**config.mk**
```make
export PLATFORM = sky130hd
export DESIGN_NAME = gpu_raster_arbiter
export DESIGN_NICKNAME = d
export VERILOG_FILES = /design/src/rtl/gpu_raster_arbiter.sv
export SDC_FILE = /design/constraint.sdc
export NUM_CORES = 1
export LEC_CHECK = 0
export ABC_AREA = 1
export ABC_CLOCK_PERIOD_IN_PS = 3900
export CAP_MARGIN = 20
export CORE_UTILIZATION = 32
export DETAILED_ROUTE_END_ITERATION = 6
export GPL_TIMING_DRIVEN = 1
export PLACE_DENSITY_LB_ADDON = 0.05
export SLEW_MARGIN = 20
export SYNTH_ARGS = -nofsm -noshare
export SYNTH_HDL_FRONTEND = slang
export SYNTH_SLANG_ARGS = --single-unit
```
**constraint.sdc**
```tcl
create_clock -name clk -period 3.9 [get_ports clk]
set_input_delay 0.975 -clock clk [delete_from_list [all_inputs] [get_ports clk]]
set_output_delay 0.975 -clock clk [all_outputs]
set_load 0.02 [all_outputs]
```
**src/rtl/gpu_raster_arbiter.sv**
```systemverilog
// Round-robin owner arbiter for the framebuffer pixel-write port: grants one raster
// engine per primitive and muxes its pixel stream. Optional watchdog: GPU_ARB_TIMEOUT_EN.
`ifndef WIDTH_BITS
`define WIDTH_BITS 10
`endif
`ifndef HEIGHT_BITS
`define HEIGHT_BITS 9
`endif

module gpu_raster_arbiter #(
  parameter int NUM_REQ        = 3,
  parameter int TIMEOUT_CYCLES = 65535,
  localparam int IW            = $clog2(NUM_REQ)
) (
  input  logic                          clk,
  input  logic                          rst,
  input  logic [NUM_REQ-1:0]            req_i,
  input  logic [NUM_REQ-1:0]            done_i,
  input  logic [NUM_REQ-1:0]            busy_i,
  input  logic [NUM_REQ*`WIDTH_BITS-1:0]  x_i,
  input  logic [NUM_REQ*`HEIGHT_BITS-1:0] y_i,
  output logic [NUM_REQ-1:0]            start_o,
  output logic [NUM_REQ-1:0]            grant_o,
  output logic [IW-1:0]                 owner_o,
  output logic                          wr_valid_o,
  output logic [`WIDTH_BITS-1:0]        wr_x_o,
  output logic [`HEIGHT_BITS-1:0]       wr_y_o,
  output logic                          busy_o,
  output logic                          done_o,
  output logic                          timeout_o,
  output logic [1:0]                    dbg_state_o
);

  localparam int XW = `WIDTH_BITS;
  localparam int YW = `HEIGHT_BITS;

  localparam logic [1:0] S_IDLE  = 2'd0;
  localparam logic [1:0] S_START = 2'd1;
  localparam logic [1:0] S_OWN   = 2'd2;

  logic [1:0]    state_q, state_d;
  logic [IW-1:0] owner_q, owner_d;
  logic [IW-1:0] last_q, last_d;
  logic          done_q, done_d;
  logic [IW-1:0] pick;
  int unsigned   cand;
  logic          timeout_hit;

  // Scan from last+1 with wrap; iterating downward leaves the nearest requester in pick.
  always_comb begin
    pick = '0;
    cand = 0;
    for (int i = NUM_REQ; i >= 1; i--) begin
      cand = (int'(last_q) + i) % NUM_REQ;
      if (req_i[cand]) pick = IW'(cand);
    end
  end

`ifdef GPU_ARB_TIMEOUT_EN
  logic [15:0] cnt_q, cnt_d;

  // done_i has priority over the watchdog in the same cycle.
  assign timeout_hit = (state_q == S_OWN) && (cnt_q == 16'(TIMEOUT_CYCLES - 1))
                       && !done_i[owner_q];

  always_comb begin
    cnt_d = cnt_q;
    if (state_q == S_START)    cnt_d = '0;
    else if (state_q == S_OWN) cnt_d = cnt_q + 16'd1;
  end

  always_ff @(posedge clk) begin
    if (rst) cnt_q <= '0;
    else     cnt_q <= cnt_d;
  end
`else
  localparam int timeout_unused = TIMEOUT_CYCLES;
  assign timeout_hit = 1'b0;
`endif

  always_comb begin
    state_d = state_q;
    owner_d = owner_q;
    last_d  = last_q;
    done_d  = 1'b0;
    case (state_q)
      S_IDLE: begin
        if (|req_i) begin
          owner_d = pick;
          state_d = S_START;
        end
      end
      S_START: state_d = S_OWN;
      S_OWN: begin
        if (done_i[owner_q]) begin
          last_d  = owner_q;
          done_d  = 1'b1;
          state_d = S_IDLE;
        end else if (timeout_hit) begin
          last_d  = owner_q;
          state_d = S_IDLE;
        end
      end
      default: state_d = S_IDLE;
    endcase
  end

  always_ff @(posedge clk) begin
    if (rst) begin
      state_q <= S_IDLE;
      owner_q <= '0;
      last_q  <= IW'(NUM_REQ - 1);
      done_q  <= 1'b0;
    end else begin
      state_q <= state_d;
      owner_q <= owner_d;
      last_q  <= last_d;
      done_q  <= done_d;
    end
  end

  logic          own;
  logic [NUM_REQ-1:0] owner_1h;

  assign own      = (state_q == S_OWN);
  assign owner_1h = NUM_REQ'(1) << owner_q;

  assign grant_o     = (state_q != S_IDLE) ? owner_1h : '0;
  assign start_o     = (state_q == S_START) ? owner_1h : '0;
  assign owner_o     = owner_q;
  assign busy_o      = (state_q != S_IDLE);
  assign done_o      = done_q;
  assign timeout_o   = timeout_hit;
  assign dbg_state_o = state_q;

  // Pixel path is a pure combinational mux of the owner's slices, zero when not owning.
  assign wr_valid_o = own & busy_i[owner_q];
  assign wr_x_o     = own ? x_i[int'(owner_q)*XW +: XW] : '0;
  assign wr_y_o     = own ? y_i[int'(owner_q)*YW +: YW] : '0;

endmodule

```
==> reports/results.ini, run 1 <==
[outcome]
status = finished clean

[drt]
drtAntennaViolNets = 0
highest_layer = met4
routed-wl-met2_um = 1560
wl_met3_um = 368
wl_per_cell_um = 10.0
post-route-drc-count = 0
viasPerCell = 4.35
wl_um = 3560
wl_met1_um = 1570
num_vias = 1550
drt_iter0_drc = 69
dr.pass1.iters = 4

[logic_synthesis]
synth_nets = 285
synth-seq-area-share = 0.138
syn_inst = 214
synth_area_um2 = 1010
ys_warn_count = 0
synth.distinct_cells = 16
synth.ff_latch_count = 7
syn_avg_cell_area_um2 = 4.74

[sta]
period_minus_slack_ns = 3.27
hold_violations = 0
min_period_over_period = 0.838
slew_violations = 0
tns_ns = 0
setup_viol = 0
finalClockSkew_ns = 0.000775
relSlewSlack = 0.608
rsz0062_at_grt = false
worst_pin_slew_ns = 0.582
clock.fmax_mhz = 306

[clock_network]
post_cts_buffers = 0
cts_resized = 0
cts_sinks = 7
cts_buffer_depth = 2
cts_root_buf = clkbuf_4
cts.clk_slew.worst_paths_ns = 0.05
cts_buffers = 3
clock_latency_ns = 0.25
hold_buffers = 0
htree_num_levels = 1
cts_tree = yes

[setup_path]
crit_type = input port to primary output
critical_path.top_delay_family = buffers and inverters
slowest_delay_ns = 0.61
startpoint_type = input port
path_max_fanout = 1
slowest_stage = clkdlybuf4s50_1
cp.arrival_ns = 2.29
crit_required_ns = 2.92
endpoint_kind = primary output
crit_buf_inv = 3
path_cells = clkdlybuf4s50_1 > nand2_1 > nand3_1 > nand2_1 > inv_1 > clkdlybuf4s50_1

[finish]
area_delta_synth_final_pct = 104
nets = 384
diodes = 0
drive_gt1_frac = 0.0321
fin_util = 0.683

[pwr]
powerDensity_nw_per_um2 = 239
p_total_uw = 494
p_leak_nw = 1.07
ir_worst_vdd_v = 0.000210

[placed_design]
hpwl_um = 2760
gp_congestion = 0.781
port_buffers = 99

[floorplan]
fp.dieH_um = 58.3
pin_count = 101
start_util = 0.335
die_area_um2 = 3400
die_x_um = 58.3
num_rows = 20
core-area_um2 = 3030

[global_routing]
grt_usage = 0.214
grt_pass1_wl_um = 5710
grt_max_degree = 25
grt_pass1_vias = 1346
antenna_found_initial = 0
grt_remaining_overflow = 0

[run]
drv_cap = 0

[min_path]
hold_class = flop to flop

## worst min-delay path, delay by kind of cell (launching register included)
family	cells	cell delay, ns
simple gates	2	0.12
flops	1	0.32
## registers in the layout (all words and copies together) (netlist names)
register and flops:
dbg_state_o 2, last_q 2, done_o 1, owner_o 2
## layout make-up
cell class                 instances  area [µm²]
sequential                         7         140
multi-input combinational        162         692
tap                               44        55.1
timing repair buffer             103        1020
inverter                          36         135
clock buffer                       4        26.3
fill                             287         958
## power by group
group          total, mW  leakage [nW]  switching, mW  internal [mW]
Combinational      0.339          1.00          0.174          0.165
Sequential        0.0876        0.0575        0.00849         0.0791
Clock             0.0674        0.0150         0.0282         0.0391
Total              0.494          1.07          0.210          0.283
## cells by family after synthesis
group	count (synthesis)	share of synthesized area
compound gates	8	0.0407
fa+ha+maj	3	0.0370
buf+inv	45	0.179
flops	7	0.138
other cells	1	0.00370
simple gates	150	0.601
## layer usage
layer,vias to the layer above,track usage
met5,-,0
met3,8,0.0670
met1,631,0.262
met2,72,0.355
met4,0,0.0714
li1,839,-
## cell usage after synthesis
master	n	area [µm²]
nand2_1	104	390
inv_1	35	131
nand3_1	27	135
nor2_1	14	52.6
buf_2	7	35.0
dfxtp_1	7	140
a21oi_1	6	30.0
ha_1	3	37.5
nand4_1	3	18.8
nor2_2	2	12.5
buf_4	1	7.51
clkbuf_1	1	3.75
conb_1	1	3.75
inv_2	1	3.75
o21ai_0	1	5.00
o22ai_1	1	6.26
## placed cells by master (no fill, tap or decap), drive strengths merged
master | synthesis | routed
buf | 8 | 4
inv | 36 | 36
nand3 | 27 | 27
nor2 | 16 | 16
dfxtp | 7 | 7
ha | 3 | 3
nand4 | 3 | 3
o21ai | 1 | 1
a21oi | 6 | 6
clkdlybuf4s50 | 0 | 99
conb | 1 | 1
nand2 | 104 | 104
clkbuf | 1 | 4
o22ai | 1 | 1
## through the flow
stage               cells  worst slack (ns)  hold slack, ns  area, µm²
floorplan             214              1.65           0.455       1010
global placement      352             0.633           0.483       2040
detailed placement    352             0.622           0.484       2040
CTS                   356             0.620           0.497       2070
global route          356             0.534           0.516       2070
finish                356             0.633           0.498       2070
## worst paths after layout
check / depth (start not counted) / startpoint / slack [ns] / endpoint
worst min register to register: 2 / last_q[1]$_SDFFE_PP1P_ / 0.50 / last_q[1]$_SDFFE_PP1P_
worst max register to register: 8 / owner_o[0]$_SDFFE_PP0P_ / 2.46 / last_q[1]$_SDFFE_PP1P_
worst max-delay path: 6 / y_i[17] / 0.63 / wr_y_o[8]
worst min-delay path: 2 / last_q[1]$_SDFFE_PP1P_ / 0.50 / last_q[1]$_SDFFE_PP1P_
(Power assumes the default switching activity.)
==> run 2, diff against run 1 <==
--- a/config.mk
+++ b/config.mk
@@ -6,9 +6,9 @@
 export NUM_CORES = 1
 export LEC_CHECK = 0
 export ABC_AREA = 1
-export ABC_CLOCK_PERIOD_IN_PS = 3900
+export ABC_CLOCK_PERIOD_IN_PS = 3300
 export CAP_MARGIN = 20
-export CORE_UTILIZATION = 32
+export CORE_UTILIZATION = 30
 export DETAILED_ROUTE_END_ITERATION = 6
 export GPL_TIMING_DRIVEN = 1
 export PLACE_DENSITY_LB_ADDON = 0.05
==> constraint.sdc (replaced) <==
create_clock -name clk -period 3.3 [get_ports clk]
set_input_delay 0.825 -clock clk [delete_from_list [all_inputs] [get_ports clk]]
set_output_delay 0.825 -clock clk [all_outputs]
set_load 0.02 [all_outputs]
==> run 2 against run 1 <==
Net effect: routed wire length grew 7.3%; clock-buffer cell count unchanged; combinational power increased by 19%; first-iteration DRC count down 13%; final area is 0.36% higher; sequential share of layout area hardly changed; critical path type unchanged; largest cell class unchanged; highest routed layer is now met3.
==> reports/results.ini, run 2 (synthesized netlist as in run 1, its figures left out) <==
[drt]
viasPerCell = 4.35
post-route-drc-count = 0
drt_iter0_drc = 60
dr.pass1.iters = 4
drtAntennaViolNets = 0
wl_um = 3830
num_vias = 1552
wl_per_cell_um = 10.7

[floorplan]
fp.dieH_um = 60.1
die_area_um2 = 3610
core-area_um2 = 3130
pin_count = 101
die_x_um = 60.1
start_util = 0.324
num_rows = 20

[clock_network]
cts_buffers = 3
hold_buffers = 0
clock_latency_ns = 0.25
cts_sinks = 7
htree_num_levels = 1
cts_root_buf = clkbuf_4
cts_resized = 0
cts.clk_slew.worst_paths_ns = 0.05
post_cts_buffers = 0
cts_buffer_depth = 2
cts_tree = yes

[setup_path]
worst_r2r_path_depth = 9
crit_type = input port to primary output
rrSetupSlack_ns = 1.88
startpoint_type = input port
crit_required_ns = 2.47
path_max_fanout = 1
cp.arrival_ns = 2.15
timing.rr.end = last_q[0]$_SDFFE_PP0P_
endpoint_kind = primary output
reg2reg_from = owner_o[0]$_SDFFE_PP0P_

[global_routing]
grt_remaining_overflow = 0
grt_pass1_vias = 1365
grt_pass1_wl_um = 5780
grt_usage = 0.206
antenna_found_initial = 0
grt_max_degree = 25

[sta]
hold_violations = 0
postLayoutSetupSlackWorst_ns = 0.320
period_minus_slack_ns = 2.98
finalClockSkew_ns = 0.00465
worst_pin_slew_ns = 0.590
tns_ns = 0
clock.fmax_mhz = 336
rsz0062_at_grt = false
setup_viol = 0
min_period_over_period = 0.903
slew_violations = 0
relSlewSlack = 0.602

[min_path]
hold_depth = 2
hold_class = flop to flop
hold_end = last_q[1]$_SDFFE_PP1P_
hp-start = last_q[1]$_SDFFE_PP1P_

[finish]
n_fill_cell = 297
final_common_cell = nand2_1
area_delta_synth_final_pct = 105
diodes = 0
fin_util = 0.664
nets = 385
drive_gt1_frac = 0.0351
layout_common_cells = 104 x nand2_1, 99 x clkdlybuf4s50_1, 35 x inv_1

[run]
drv_cap = 0

[pwr]
p_leak_nw = 1.08
ir_worst_vdd_v = 0.000242
powerDensity_nw_per_um2 = 281

[placed_design]
hpwl_um = 3080
gp_congestion = 0.821
port_buffers = 99
place_worst_setup_slack_ns = 0.314

[outcome]
status = finished clean

run 2: cell count changes in the layout (fill, tap and decap cells not counted), sizes merged:
cell and change:
buf +1
run 2: worst max-delay path by stage:
| stage | start | to | slack [ns] | cells after the start |
|---|---|---|---|---|
| after global placement | y_i[17] | wr_y_o[8] | 0.34 | 6 |
| after floorplan | dbg_state_o[1]$_SDFFE_PP0P_ | wr_x_o[7] | 1.22 | 5 |
| final | y_i[17] | wr_y_o[8] | 0.32 | 6 |
| after detailed placement | y_i[17] | wr_y_o[8] | 0.31 | 6 |
| after CTS | y_i[17] | wr_y_o[8] | 0.31 | 6 |
| after global routing | y_i[8] | wr_y_o[8] | 0.25 | 6 |
run 2: final cells by class:
type	instances	area, µm²	share of cell area
clock buffers	4	26.3	0.0127
inverters	36	135	0.0651
multi-input cells	162	692	0.333
flip-flops and latches	7	140	0.0675
well taps	44	55.1	0.0265
repair buffers	104	1030	0.495
run 2: metrics by stage:
stage	hold slack (ns)	std cells	area (µm²)	power [mW]
finish	0.503	357	2080	0.583
global route	0.529	357	2080	0.632
CTS	0.502	357	2080	0.589
detailed placement	0.488	353	2050	0.510
global placement	0.489	353	2050	0.510
floorplan	0.455	214	1010	0.325
run 2: layer usage:
metal / track usage / wire [µm] / share of wire
met3: 0.0411 / 300 / 0.078
met1: 0.241 / 1710 / 0.45
met4: 0.0332 / 0 / 0
met5: 0 / 0 / 0
met2: 0.385 / 1810 / 0.47
run 2: critical path, stage by stage:
cell	delay (ns)
clkdlybuf4s50_1	0.46
nand2_1	0.05
nand3_1	0.09
nand2_1	0.05
inv_1	0.06
clkdlybuf4s50_1	0.61
run 2: report_power, final:
part	internal [mW]	leakage, nW	switching [mW]	total (mW)
logic	0.197	1.01	0.206	0.404
clock network	0.0460	0.0150	0.0298	0.0759
registers	0.0936	0.0575	0.00978	0.103
